## src/rtl/nn_fixed_pkg.sv

```systemverilog
// rtl/nn_fixed_pkg.sv - shared fixed-point widths, types and saturation limits for the neuron datapath
//
// Purpose: single source of the neuron datapath widths so that adders,
// requantizers and neuron cores agree on the number formats.
//   NEURON_W / neuron_t : signed neuron value
//   SUM_W    / sum_t    : signed widened adder sum (one guard bit)
//   NEURON_MAX / NEURON_MIN : clip limits of neuron_t
package nn_fixed_pkg;

    localparam int NEURON_W = 19;
    localparam int SUM_W    = 20;

    typedef logic signed [NEURON_W-1:0] neuron_t;
    typedef logic signed [SUM_W-1:0]    sum_t;

    localparam neuron_t NEURON_MAX = {1'b0, {(NEURON_W-1){1'b1}}};
    localparam neuron_t NEURON_MIN = {1'b1, {(NEURON_W-1){1'b0}}};

endpackage

```

## src/rtl/sat_narrow.sv

```systemverilog
// rtl/sat_narrow.sv - combinational saturating narrow of a signed value
//
// Purpose: clip a signed IN_W-bit value into a signed OUT_W-bit range.
// Requires IN_W > OUT_W.
// Ports:
//   din  in  IN_W   signed value to narrow
//   dout out OUT_W  clipped value
//   sat  out 1      din was outside the OUT_W range
module sat_narrow #(
    parameter int IN_W  = 21,
    parameter int OUT_W = 19
) (
    input  logic signed [IN_W-1:0]  din,
    output logic signed [OUT_W-1:0] dout,
    output logic                    sat
);

    // The value fits exactly when every bit from the output sign bit
    // upwards is a copy of the input sign.
    localparam int HI = IN_W - OUT_W + 1;

    logic [HI-1:0] top;

    assign top = din[IN_W-1:OUT_W-1];

    always_comb begin
        dout = din[OUT_W-1:0];
        sat  = 1'b0;
        if (top != {HI{1'b0}} && top != {HI{1'b1}}) begin
            sat  = 1'b1;
            dout = din[IN_W-1] ? {1'b1, {(OUT_W-1){1'b0}}}
                               : {1'b0, {(OUT_W-1){1'b1}}};
        end
    end

endmodule

```

## src/rtl/sum_requantizer.sv

```systemverilog
// rtl/sum_requantizer.sv - round, shift and saturate widened sums back to neuron width
//
// Purpose: two-stage streaming requantizer. Stage 1 does an arithmetic
// right shift with round-half-up, stage 2 saturates to OUT_W. Saturated
// outputs accepted downstream are counted in sat_count (sticky at max).
// Ports:
//   clk, rst_n          clock, asynchronous active-low reset
//   s_valid/s_ready/s_data   input sum stream
//   m_valid/m_ready/m_data   output stream, m_sat flags a clipped m_data
//   sat_clr             synchronous clear of sat_count (wins over increment)
//   sat_count           saturated output transfers seen
module sum_requantizer
    import nn_fixed_pkg::*;
#(
    parameter int IN_W  = SUM_W,
    parameter int OUT_W = NEURON_W,
    parameter int SHIFT = 1,
    parameter int CNT_W = 16
) (
    input  logic                    clk,
    input  logic                    rst_n,
    input  logic                    s_valid,
    output logic                    s_ready,
    input  logic signed [IN_W-1:0]  s_data,
    output logic                    m_valid,
    input  logic                    m_ready,
    output logic signed [OUT_W-1:0] m_data,
    output logic                    m_sat,
    input  logic                    sat_clr,
    output logic [CNT_W-1:0]        sat_count
);

    // One extra bit so the rounding add can never overflow.
    localparam int RW = IN_W + 1;
    localparam logic signed [RW-1:0] RND =
        (SHIFT > 0) ? (RW'(1) << ((SHIFT > 0) ? SHIFT - 1 : 0)) : '0;
    localparam logic [CNT_W-1:0] CNT_MAX = {CNT_W{1'b1}};

    logic                    run;
    logic                    v1, v2;
    logic signed [RW-1:0]    r1;
    logic signed [OUT_W-1:0] d2;
    logic                    sat2;
    logic [CNT_W-1:0]        cnt;

    logic                    adv1, adv2;
    logic signed [RW-1:0]    ext, sum1, r_next;
    logic signed [OUT_W-1:0] n_data;
    logic                    n_sat;
    logic                    take_in;

    assign adv2    = !v2 || m_ready;
    assign adv1    = !v1 || adv2;
    // run keeps s_ready low during reset and for the first edge after it.
    assign s_ready = adv1 && run;
    assign take_in = s_valid && s_ready;

    assign ext    = {s_data[IN_W-1], s_data};
    assign sum1   = ext + RND;
    assign r_next = sum1 >>> SHIFT;

    sat_narrow #(
        .IN_W  (RW),
        .OUT_W (OUT_W)
    ) u_sat (
        .din  (r1),
        .dout (n_data),
        .sat  (n_sat)
    );

    assign m_valid   = v2;
    assign m_data    = d2;
    assign m_sat     = sat2;
    assign sat_count = cnt;

    always_ff @(posedge clk or negedge rst_n) begin
        if (!rst_n) begin
            run  <= 1'b0;
            v1   <= 1'b0;
            r1   <= '0;
            v2   <= 1'b0;
            d2   <= '0;
            sat2 <= 1'b0;
            cnt  <= '0;
        end else begin
            run <= 1'b1;

            if (adv1) begin
                v1 <= take_in;
                if (take_in) begin
                    r1 <= r_next;
                end
            end

            if (adv2) begin
                v2 <= v1;
                if (v1) begin
                    d2   <= n_data;
                    sat2 <= n_sat;
                end
            end

            if (sat_clr) begin
                cnt <= '0;
            end else if (v2 && m_ready && sat2 && cnt != CNT_MAX) begin
                cnt <= cnt + 1'b1;
            end
        end
    end

endmodule

```

## config.mk

```make
export PLATFORM = sky130hd
export DESIGN_NAME = sum_requantizer
export DESIGN_NICKNAME = d
export VERILOG_FILES = /design/src/rtl/nn_fixed_pkg.sv /design/src/rtl/sat_narrow.sv /design/src/rtl/sum_requantizer.sv
export SDC_FILE = /design/constraint.sdc
export NUM_CORES = 1
export LEC_CHECK = 0
export CAP_MARGIN = 40
export CORE_AREA = 3 3 84 86
export DETAILED_ROUTE_END_ITERATION = 16
export DIE_AREA = 0 0 87 89
export HOLD_SLACK_MARGIN = 0.15
export PLACE_DENSITY = 0.75
export SYNTH_ARGS = -nofsm -noshare
export SYNTH_HDL_FRONTEND = slang
export SYNTH_SLANG_ARGS = --single-unit
```

## constraint.sdc

```tcl
create_clock -name clk -period 1.78 [get_ports clk]
set_input_delay 0.534 -clock clk [delete_from_list [all_inputs] [get_ports clk]]
set_output_delay 0.534 -clock clk [all_outputs]
set_load 0.02 [all_outputs]
```

==> out/qor_table.md, run 1 <==
| Stage | Metric | This run |
|:---|:---|:---|
| run status | Outcome | finished, violations left |
| run status | Violated checks | negative setup slack |
| detailed routing | DRT antenna net count | 0 |
| layout | Total of fill cells in the finished design | 517 |
| layout | Number of cells in the finished layout apart from fillers | 519 |
| timing | Minimum period implied by the final worst setup slack | 1.80 ns |
| grt | First-pass GRT wire length | 12600 microns |
| detailed routing | 1st-pass router iterations | 4 |
| layout | Total non-filler cell area in the finished layout | 4390 sq um |
| clock network | Clock Latency Late Sink | 0.34 ns |
| run | Max capacitance violation total | 0 |
| synthesis | Synth warnings | 0 |
| clock network | Max clock buf depth | 2 |
| synthesis | Proportion of netlist area held by the largest area contributor | 50.5% |
| detailed routing | DRC violation total after the first TritonRoute iteration | 108 |
| clock network | Cell at the root of the clock tree | sky130_fd_sc_hd__clkbuf_8 |
| detailed routing | Vias per cell | 5.34 |
| layout | Layout cell share with drive strength beyond 1 | 25.3% |
| floorplan | Die ar. | 7740 sq um |
| layout | Commonest non-fill, non-tap cell in the layout | sky130_fd_sc_hd__nand2_1 |
| grt | Overall fraction of global-route tracks in use | 20.9% |
| clock network | Htree depth | 3 |
| grt | Number of antenna violations at the first check in global routing | 0 |
| grt | Largest net degree at the start of global routing | 33 |
| synthesis | Post-synthesis instance area | 2920 sq um |
| floorplan | Area of the core region | 6350 sq um |
| placed design | Port-buffer cells | 62 |
| clock network | CTS tree | built |
| worst setup path | Start-to-end type of the worst setup path | register to register |
| synthesis | Proportion of synthesized chip area in sequential cells | 50.5% |
| worst setup path | Required time worst endpoint | 2.05 ns |
| timing | RSZ-0062 raised after global routing | yes |
| timing | Hold Worst Slack | 0.480 ns |
| synthesis | Cells after Synth | 322 |
| placed design | Half-perimeter wire length after detailed placement | 5370 microns |
| synthesis | Count of flip-flops with a built-in enable after synthesis | 0 |
| synthesis | Leading register cell type out of synthesis | sky130_fd_sc_hd__dfrtp_1 |
| clock network | Clock buffers created by TritonCTS | 9 |
| detailed routing | Number of remaining DRC errors | 0 |
| synthesis | Ys async rst share | 100% |
| grt | Overflow left after global routing | 0 |
| worst setup path | Worst Path Arrival | 2.08 ns |
| layout | Most frequent cells in the layout | sky130_fd_sc_hd__nand2_1, sky130_fd_sc_hd__dfrtp_1, sky130_fd_sc_hd__buf_4 |
| floorplan | Effective utilization at floorplan | 46.0% |
| timing | Number of endpoints failing setup at the final stage | 1 |
| synthesis | Cell type with the highest aggregate area in the netlist | sky130_fd_sc_hd__dfrtp_1 |
| timing | Min setup slack post-route | -0.0234 ns |
| detailed routing | Final routed wirelength across all metal layers | 7490 microns |
| timing | Endpoints failing hold | 0 |
| synthesis | Number of storage elements in the synthesis netlist | 59 |
| power and ir drop | Max IR drop VDD | 0.662 mV |
| floorplan | Io pins | 63 |
| synthesis | Number of distinct library cells after synthesis | 36 |
| placed design | RD Place Congestion | 0.827 |
| grt | Via count of the first global-routing pass | 2753 |
| placed design | Cell area after placement | 4070 sq um |
| power and ir drop | Static leakage | 1.96 nW |
| worst setup path | Worst Setup Start Kind | register |
| timing | Largest clock skew in the final design | 0.00997 ns |
| layout | Area overhead of the layout relative to synthesis | 50.3% |
| worst hold path | Hold crit path type | register to register |
| synthesis | Mean instance size in the synthesized netlist | 9.08 sq um |
| timing | Max Slew Vio Count | 0 |
| synthesis | Top cells by area, synth | sky130_fd_sc_hd__dfrtp_1, sky130_fd_sc_hd__o21ai_0, sky130_fd_sc_hd__nand2_1 |
| layout | Nets@finish | 466 |
| detailed routing | Vias after detailed routing | 2773 |
| clock network | Clock slew seen by the registers of the worst setup and hold paths | 0.07 ns |
| worst setup path | Setup crit end kind | register |
| detailed routing | Average wire length per cell after detail routing | 14.4 microns |
| synthesis | Synthesized Nets | 351 |
| power and ir drop | Power density relative to cell area | 964 nW/um^2 |
| floorplan | Die outline width | 87 microns |
| placed design | Setup Slack @ Placement | -0.630 ns |
| timing | Fmax achieved | 555 MHz |
| timing | Post-route clock period utilization | 101% |
| layout | Count of inserted antenna diode cells | 0 |
| placed design | Post-Place Cells | 497 |
| floorplan | Standard-cell rows | 29 |
| worst setup path | Highest fanout seen on the critical path | 6 |
| clock network | Num Clock Sinks | 59 |
| timing | Setup TNS Final | -0.0234 ns |
| floorplan | Die outline height | 89 microns |
[stage by stage]
stage | total power, mW | util (%)
5_1_grt | 4.47 | 69.2
3_5_place_dp | 3.00 | 64.0
2_1_floorplan | 2.31 | -
4_1_cts | 4.27 | 68.1
6_report | 4.23 | 69.2
3_3_place_gp | 2.96 | 64.0
[cells by family (layout without fill, tap and decap cells)]
| logic type | Yosys count | count (layout) | share of synthesized area (%) |
|---|---|---|---|
| AO/OA/AOI/OAI | 91 | 91 | 16.7 |
| XOR/XNOR | 14 | 14 | 4.20 |
| adder cells (fa/ha/maj) | 4 | 4 | 1.71 |
| buffers and inverters | 22 | 142 | 2.95 |
| flip-flops | 59 | 59 | 50.5 |
| multiplexers | 2 | 2 | 0.770 |
| other | 1 | 1 | 0.128 |
| AND/OR/NAND/NOR | 129 | 129 | 23.0 |
[Yosys cell counts, drive strengths merged, types with 3 or more instances]
cell,n
dfrtp,59
nand2,53
o21ai,44
a21oi,32
clkbuf,13
nand3,13
xnor2,13
or4,12
nor2,10
o31ai,10
or3,8
nand4,7
nor4,6
inv,5
and3,4
buf,4
ha,4
a31oi,3
and2,3
and4,3
[final timing paths]
path                                   start       endpoint  slack, ns  cells after the start
worst min-delay path               m_data[6]      m_data[6]       0.48                      2
min in group asynchronous              rst_n  sat_count[12]       0.67                      2
worst max register to register  sat_count[5]   sat_count[9]      -0.02                      5
max in group asynchronous              rst_n          r1[2]       0.61                      3
worst max-delay path            sat_count[5]   sat_count[9]      -0.02                      5
worst min register to register     m_data[6]      m_data[6]       0.48                      2
[worst max-delay path: stages (launching register included)]
cell,delay (ns)
sky130_fd_sc_hd__dfrtp_2,0.43
sky130_fd_sc_hd__nand2_2,0.07
sky130_fd_sc_hd__or4_4,0.58
sky130_fd_sc_hd__buf_6,0.15
sky130_fd_sc_hd__or4_1,0.39
sky130_fd_sc_hd__a21oi_1,0.13
[state kept, by name, summed over array words and instances (netlist names)]
| name | count |
|---|---|
| m_data | 19 |
| m_valid | 1 |
| r1 | 20 |
| v1 | 1 |
| sat_count | 16 |
| m_sat | 1 |
| run | 1 |
[metal layers]
layer  vias to the layer above  routed length [microns]  GRT usage [%]
li1                       1387                        -              -
met5                         -                        0              0
met2                        64                     3800           37.3
met4                         0                      161           8.78
met3                        11                      332           5.71
met1                      1311                     3190           23.7
[area by class of cell]
cell class                 instances  area [sq um]  area share, %
inverter                           5          18.8          0.427
tap                               77          96.3           2.19
multi-input combinational        241          1490           34.0
timing repair buffer             121          1070           24.3
clock buffer                      12           155           3.53
sequential                        59          1490           33.9
clock inverter                     4          72.6           1.65
[power by group]
part           internal, mW  switching (mW)
Clock                 0.862           0.513
Sequential             1.59           0.152
Combinational         0.466           0.654
Total                  2.91            1.32
[what timing repair did]
item                                    CTS  global route
pin swaps                                13            11
buffers inserted                          4             1
hold endpoints to repair                 14             0
gates resized for setup                  67            20
hold buffers                              1             0
endpoints found under the setup margin   53            14
Note: power is estimated with default switching activity, not from simulation.
==> run 2: changes to the inputs <==
--- a/config.mk
+++ b/config.mk
@@ -10,6 +10,7 @@
 export DETAILED_ROUTE_END_ITERATION = 16
 export DIE_AREA = 0 0 87 89
 export HOLD_SLACK_MARGIN = 0.15
+export MAX_ROUTING_LAYER = met4
 export PLACE_DENSITY = 0.75
 export SYNTH_ARGS = -nofsm -noshare
 export SYNTH_HDL_FRONTEND = slang
==> run 2 against run 1 <==
Against the previous run:
- the flow still finishes with violations (negative setup slack)
- total power about the same
- die area unchanged
- highest routed layer unchanged
- sequential share of layout area unchanged
- critical path type unchanged
- combinational power about the same
- sequential power about the same
==> out/qor_table.md, run 2 (synthesis results as in run 1) <==
| Stage | Metric | This run |
|:---|:---|:---|
| run status | Outcome | finished, violations left |
| run status | Violated checks | negative setup slack |
| timing | RSZ-0062 raised after global routing | yes |
| layout | Nets@finish | 466 |
| clock network | Clock Latency Late Sink | 0.34 ns |
| floorplan | Standard-cell rows | 29 |
| detailed routing | Vias after detailed routing | 2794 |
| grt | Overflow left after global routing | 0 |
| floorplan | Area of the core region | 6350 sq um |
| grt | First-pass GRT wire length | 12500 microns |
| layout | Total non-filler cell area in the finished layout | 4390 sq um |
| clock network | Clock slew seen by the registers of the worst setup and hold paths | 0.07 ns |
| timing | Minimum period implied by the final worst setup slack | 1.81 ns |
| timing | Min setup slack post-route | -0.0262 ns |
| grt | Overall fraction of global-route tracks in use | 21.6% |
| detailed routing | Number of remaining DRC errors | 0 |
| worst setup path | Critical path's largest stage delay | 0.58 ns |
| clock network | Clock buffers created by TritonCTS | 9 |
| layout | Layout cell share with drive strength beyond 1 | 25.3% |
| clock network | CTS tree | built |
| clock network | Cell at the root of the clock tree | sky130_fd_sc_hd__clkbuf_8 |
| grt | Via count of the first global-routing pass | 2755 |
| detailed routing | DRT antenna net count | 0 |
| detailed routing | Average wire length per cell after detail routing | 14.4 microns |
| timing | Max Slew Vio Count | 0 |
| worst setup path | Worst Setup Start Kind | register |
| floorplan | Io pins | 63 |
| worst setup path | Setup crit end kind | register |
| layout | Number of flip-flops in the largest register | 20 |
| clock network | Num Clock Sinks | 59 |
| floorplan | Effective utilization at floorplan | 46.0% |
| power and ir drop | Static leakage | 1.96 nW |
| worst setup path | Slowest cell on crit path | sky130_fd_sc_hd__or4_4 |
| worst setup path | CP delay by family, top | simple AND/OR/NAND/NOR gates |
| grt | Number of antenna violations at the first check in global routing | 0 |
| timing | Fmax achieved | 554 MHz |
| layout | Total of fill cells in the finished design | 517 |
| detailed routing | Final routed wirelength across all metal layers | 7480 microns |
| layout | Most frequent cells in the layout | sky130_fd_sc_hd__nand2_1, sky130_fd_sc_hd__dfrtp_1, sky130_fd_sc_hd__buf_4 |
| worst setup path | Buffers and inverters on the worst path | 1 |
| layout | Commonest non-fill, non-tap cell in the layout | sky130_fd_sc_hd__nand2_1 |
| placed design | Port-buffer cells | 62 |
| layout | Area overhead of the layout relative to synthesis | 50.3% |
| placed design | Half-perimeter wire length after detailed placement | 5370 microns |
| timing | Number of endpoints failing setup at the final stage | 1 |
| placed design | RD Place Congestion | 0.840 |
| floorplan | Die outline width | 87 microns |
| floorplan | Die ar. | 7740 sq um |
| power and ir drop | Power density relative to cell area | 963 nW/um^2 |
| timing | Largest clock skew in the final design | 0.0101 ns |
| run | Max capacitance violation total | 0 |
| detailed routing | DRC violation total after the first TritonRoute iteration | 106 |
| layout | Count of inserted antenna diode cells | 0 |
| layout | Final core utilization | 69.2% |
| worst setup path | Worst Path Arrival | 2.08 ns |
| timing | Endpoints failing hold | 0 |
| detailed routing | 1st-pass router iterations | 4 |
| grt | Largest net degree at the start of global routing | 33 |
| placed design | Cell area after placement | 4070 sq um |
| placed design | Setup Slack @ Placement | -0.630 ns |
| worst setup path | Cell chain of the critical path | nand2_2 -> or4_4 -> buf_6 -> or4_1 -> a21oi_1 |
| worst setup path | Start-to-end type of the worst setup path | register to register |
| worst setup path | Required time worst endpoint | 2.05 ns |
| clock network | Max clock buf depth | 2 |
| worst setup path | Highest fanout seen on the critical path | 6 |
| timing | Post-route clock period utilization | 101% |
| clock network | Htree depth | 3 |
| floorplan | Die outline height | 89 microns |
| worst hold path | Hold crit path type | register to register |
| detailed routing | Vias per cell | 5.38 |
| power and ir drop | Max IR drop VDD | 0.660 mV |
| layout | Register name with the most flops | r1 |
[run 2: cell counts in the layout (fill, tap and decap cells not counted)]
No cell type changed its count.
[run 2: final cells by class]
cell class | count | area [sq um] | share of cell area (%)
clock buffers | 12 | 155 | 3.53
inverters | 5 | 18.8 | 0.427
well taps | 77 | 96.3 | 2.19
repair buffers | 121 | 1070 | 24.3
flip-flops and latches | 59 | 1490 | 33.9
multi-input cells | 241 | 1490 | 34.0
clock inverters | 4 | 72.6 | 1.65
[run 2: worst min-delay path: cells and delay by family, from the launching register on]
family	cells	cell delay (ns)
DFF	1	0.34
and+or+nand+nor	1	0.05
AOI/OAI and AO/OA	1	0.06
[run 2: path summary, 6_finish.rpt]
| check | endpoint | cells past startpoint | start | slack (ns) |
|---|---|---|---|---|
| max | sat_count[9] | 5 | sat_count[5] | -0.03 |
| max in group asynchronous | r1[2] | 3 | rst_n | 0.61 |
| min in group asynchronous | sat_count[12] | 2 | rst_n | 0.67 |
| min reg2reg | m_data[6] | 2 | m_data[6] | 0.48 |
| min | m_data[6] | 2 | m_data[6] | 0.48 |
| max reg2reg | sat_count[9] | 5 | sat_count[5] | -0.03 |
[run 2: through the flow]
stage	hold slack (ns)	TNS [ns]	total power [mW]	std cells
2_1_floorplan	0.238	-0.0840	2.31	322
3_3_place_gp	0.462	-12.55	2.96	497
3_5_place_dp	0.470	-14.25	3.00	497
4_1_cts	0.484	-0.173	4.27	518
5_1_grt	0.520	-0.147	4.47	519
6_report	0.480	-0.0262	4.23	519
[run 2: where the power goes]
group / switching [mW] / internal (mW)
registers: 0.151 / 1.59
clock network: 0.512 / 0.862
logic: 0.654 / 0.466
total: 1.32 / 2.91
[run 2: repair_timing]
item / 4_1_cts / 5_1_grt
resized for setup: 67 / 20
buffers inserted: 4 / 1
endpoints found under the hold margin: 14 / 0
pin swaps: 13 / 11
endpoints found under the setup margin: 53 / 14
hold buffers: 1 / 0
[run 2: per-layer routing]
layer	GRT usage [%]	vias up	part of all wire, %
met5	-	-	0
met4	8.78	0	2.3
met3	5.71	13	4.8
met2	37.2	72	51
met1	23.7	1321	42
li1	-	1388	-
==> run 3: changes to the inputs <==
--- a/config.mk
+++ b/config.mk
@@ -9,6 +9,7 @@
 export CORE_AREA = 3 3 84 86
 export DETAILED_ROUTE_END_ITERATION = 16
 export DIE_AREA = 0 0 87 89
+export GPL_TIMING_DRIVEN = 0
 export HOLD_SLACK_MARGIN = 0.15
 export MAX_ROUTING_LAYER = met4
 export PLACE_DENSITY = 0.75
==> run 3 against run 2 <==
Against the previous run:
- the flow still finishes with violations (negative setup slack)
- sequential cell count stayed put
- register-to-register slack worse by 0.09 ns
- highest routed layer unchanged
- core utilization is 2.2 points lower
- final area decreased by 3.2%
- wire length rose by 6.5%
- largest cell class unchanged
- critical path depth up 2
- die area unchanged
==> out/qor_table.md, run 3 (synthesis results as in run 1) <==
| Stage | Metric | This run |
|:---|:---|:---|
| timing | Worst-Margin Slew | 0.677 ns |
| timing | Largest clock skew in the final design | 0.00442 ns |
| worst setup path | Cell chain of the critical path | buf_4 -> nand4_1 -> nor4_4 -> buf_4 -> buf_4 -> or4_1 -> a21oi_1 |
| run status | Outcome | finished, violations left |
| detailed routing | 1st-pass router iterations | 6 |
| detailed routing | Vias per cell | 5.60 |
| placed design | Setup Slack @ Placement | -0.820 ns |
| grt | Overflow left after global routing | 0 |
| detailed routing | Final routed wirelength across all metal layers | 7960 microns |
| power and ir drop | Max IR drop VDD | 0.554 mV |
| layout | Count of inserted antenna diode cells | 0 |
| detailed routing | Vias after detailed routing | 2849 |
| floorplan | Io pins | 63 |
| placed design | Port-buffer cells | 61 |
| floorplan | Standard-cell rows | 29 |
| worst setup path | Start-to-end type of the worst setup path | register to register |
| layout | Register name with the most flops | r1 |
| run status | Violated checks | negative setup slack |
| timing | Remaining max-slew budget at the tightest pin | 54.9% |
| run | Max capacitance violation total | 0 |
| grt | Number of antenna violations at the first check in global routing | 0 |
| grt | Largest net degree at the start of global routing | 32 |
| grt | GRT met3 Usage | 4.88% |
| power and ir drop | Power density relative to cell area | 979 nW/um^2 |
| grt | Via count of the first global-routing pass | 2793 |
| clock network | Clock slew seen by the registers of the worst setup and hold paths | 0.07 ns |
| grt | GRT busiest layer | met2 |
| timing | Fmax achieved | 527 MHz |
| placed design | Half-perimeter wire length after detailed placement | 5120 microns |
| detailed routing | DRT antenna net count | 0 |
| timing | Number of endpoints failing setup at the final stage | 11 |
| floorplan | Effective utilization at floorplan | 46.0% |
| timing | RSZ-0062 raised after global routing | yes |
| timing | Hold Worst Slack | 0.234 ns |
| layout | Number of flip-flops in the largest register | 20 |
| clock network | Num Clock Sinks | 59 |
| layout | Sequential standard cell area | 1490 sq um |
| floorplan | Die outline height | 89 microns |
| layout | Number of cells in the finished layout apart from fillers | 509 |
| worst setup path | Slowest cell on crit path | sky130_fd_sc_hd__or4_1 |
| floorplan | Die outline width | 87 microns |
| timing | Max Slew Vio Count | 0 |
| timing | Endpoints failing hold | 0 |
| grt | Met1 layer usage reported by global route | 24.6% |
| timing | Minimum period implied by the final worst setup slack | 1.90 ns |
| layout | Total of fill cells in the finished design | 537 |
| layout | Area overhead of the layout relative to synthesis | 45.5% |
| clock network | Max clock buf depth | 2 |
| worst setup path | Required time worst endpoint | 2.03 ns |
| grt | Met2 global-route usage | 38.8% |
| layout | Commonest non-fill, non-tap cell in the layout | sky130_fd_sc_hd__nand2_1 |
| detailed routing | Number of remaining DRC errors | 0 |
| grt | First-pass GRT wire length | 13000 microns |
| floorplan | Die ar. | 7740 sq um |
| worst setup path | Setup crit end kind | register |
| layout | Multi-input combinational cell area | 1530 sq um |
| clock network | Clock buffers created by TritonCTS | 9 |
| worst hold path | Hold crit path type | input pin to asynchronous set/reset pin |
| timing | Post-route clock period utilization | 107% |
| detailed routing | DRC violation total after the first TritonRoute iteration | 134 |
| grt | Overall fraction of global-route tracks in use | 22.4% |
| clock network | CTS tree | built |
| floorplan | Area of the core region | 6350 sq um |
| layout | Layout cell share with drive strength beyond 1 | 23.6% |
| detailed routing | Average wire length per cell after detail routing | 15.6 microns |
| worst setup path | Worst Setup Start Kind | register |
| worst setup path | Highest fanout seen on the critical path | 4 |
| clock network | Clock Latency Late Sink | 0.33 ns |
| clock network | Cell at the root of the clock tree | sky130_fd_sc_hd__clkbuf_8 |
| power and ir drop | Static leakage | 1.88 nW |
| timing | Min setup slack post-route | -0.119 ns |
| worst setup path | Critical path's most frequent cell | sky130_fd_sc_hd__buf_4 |
| worst setup path | Critical path's largest stage delay | 0.49 ns |
| layout | Nets@finish | 456 |
| worst setup path | Worst Path Arrival | 2.15 ns |
| placed design | Post-Place Cells | 461 |
| clock network | Htree depth | 3 |
| layout | Most frequent cells in the layout | sky130_fd_sc_hd__nand2_1, sky130_fd_sc_hd__dfrtp_1, sky130_fd_sc_hd__o21ai_0 |
| placed design | RD Place Congestion | 0.824 |
-- run 3: cell count changes in the layout (fill, tap and decap cells not counted), sizes merged --
cell           previous run  this run
buf                      60        41
clkbuf                   13        26
clkdlybuf4s15             4         6
clkdlybuf4s50            11        10
clkinv                    1         3
clkinvlp                  1         0
dlygate4sd2              44        39
dlygate4sd3               1         0
-- run 3: report_power, final --
group,leakage (nW),switching (mW),internal (mW)
combinational,1.02,0.643,0.408
sequential,0.740,0.154,1.59
clock,0.119,0.516,0.857
-- run 3: area by class of cell --
type,instances,area share [%]
Buffer,16,1.94
Clock buffer,11,3.56
Clock inverter,5,1.77
Inverter,5,0.441
Multi-Input combinational cell,241,36.0
Sequential cell,59,35.0
Tap cell,77,2.27
Timing Repair Buffer,95,19.0
-- run 3: stage by stage --
stage / TNS (ns) / util (%) / power (mW) / area (sq um)
after floorplan: -0.0840 / - / 2.31 / 2980
after global placement: -120.17 / 58.1 / 2.88 / 3690
after detailed placement: -24.98 / 58.3 / 2.90 / 3700
after CTS: -0.238 / 64.7 / 4.18 / 4110
after global routing: -1.29 / 67.0 / 4.41 / 4250
final: -0.619 / 67.0 / 4.16 / 4250
-- run 3: worst paths after layout --
| kind | end | startpoint | slack (ns) | cells past startpoint |
|---|---|---|---|---|
| min in group clk | m_data[17] | m_data[17] | 0.47 | 2 |
| min reg2reg | m_data[17] | m_data[17] | 0.47 | 2 |
| max in group asynchronous | sat_count[5] | rst_n | 0.94 | 2 |
| max reg2reg | sat_count[3] | sat_count[2] | -0.12 | 7 |
| max | sat_count[3] | sat_count[2] | -0.12 | 7 |
| min | sat_count[6] | rst_n | 0.23 | 1 |
-- run 3: critical path: cells and delay by family, from the launching register on --
family                 cells  cell delay (ns)
buffers and inverters      3             0.43
and+or+nand+nor            3             0.78
DFF                        1             0.44
AOI/OAI and AO/OA          1             0.16
-- run 3: timing repair --
action	in CTS	in global routing
pin swaps	13	15
gates resized for setup	76	38
hold buffers	0	0
endpoints found under the setup margin	87	36
buffers inserted	20	11
cloned	2	0
-- run 3: layer usage --
metal | routed length (microns) | share of wire [%]
met4 | 212 | 2.7
met3 | 489 | 6.1
met2 | 4180 | 52
met1 | 3080 | 39
met5 | 0 | 0
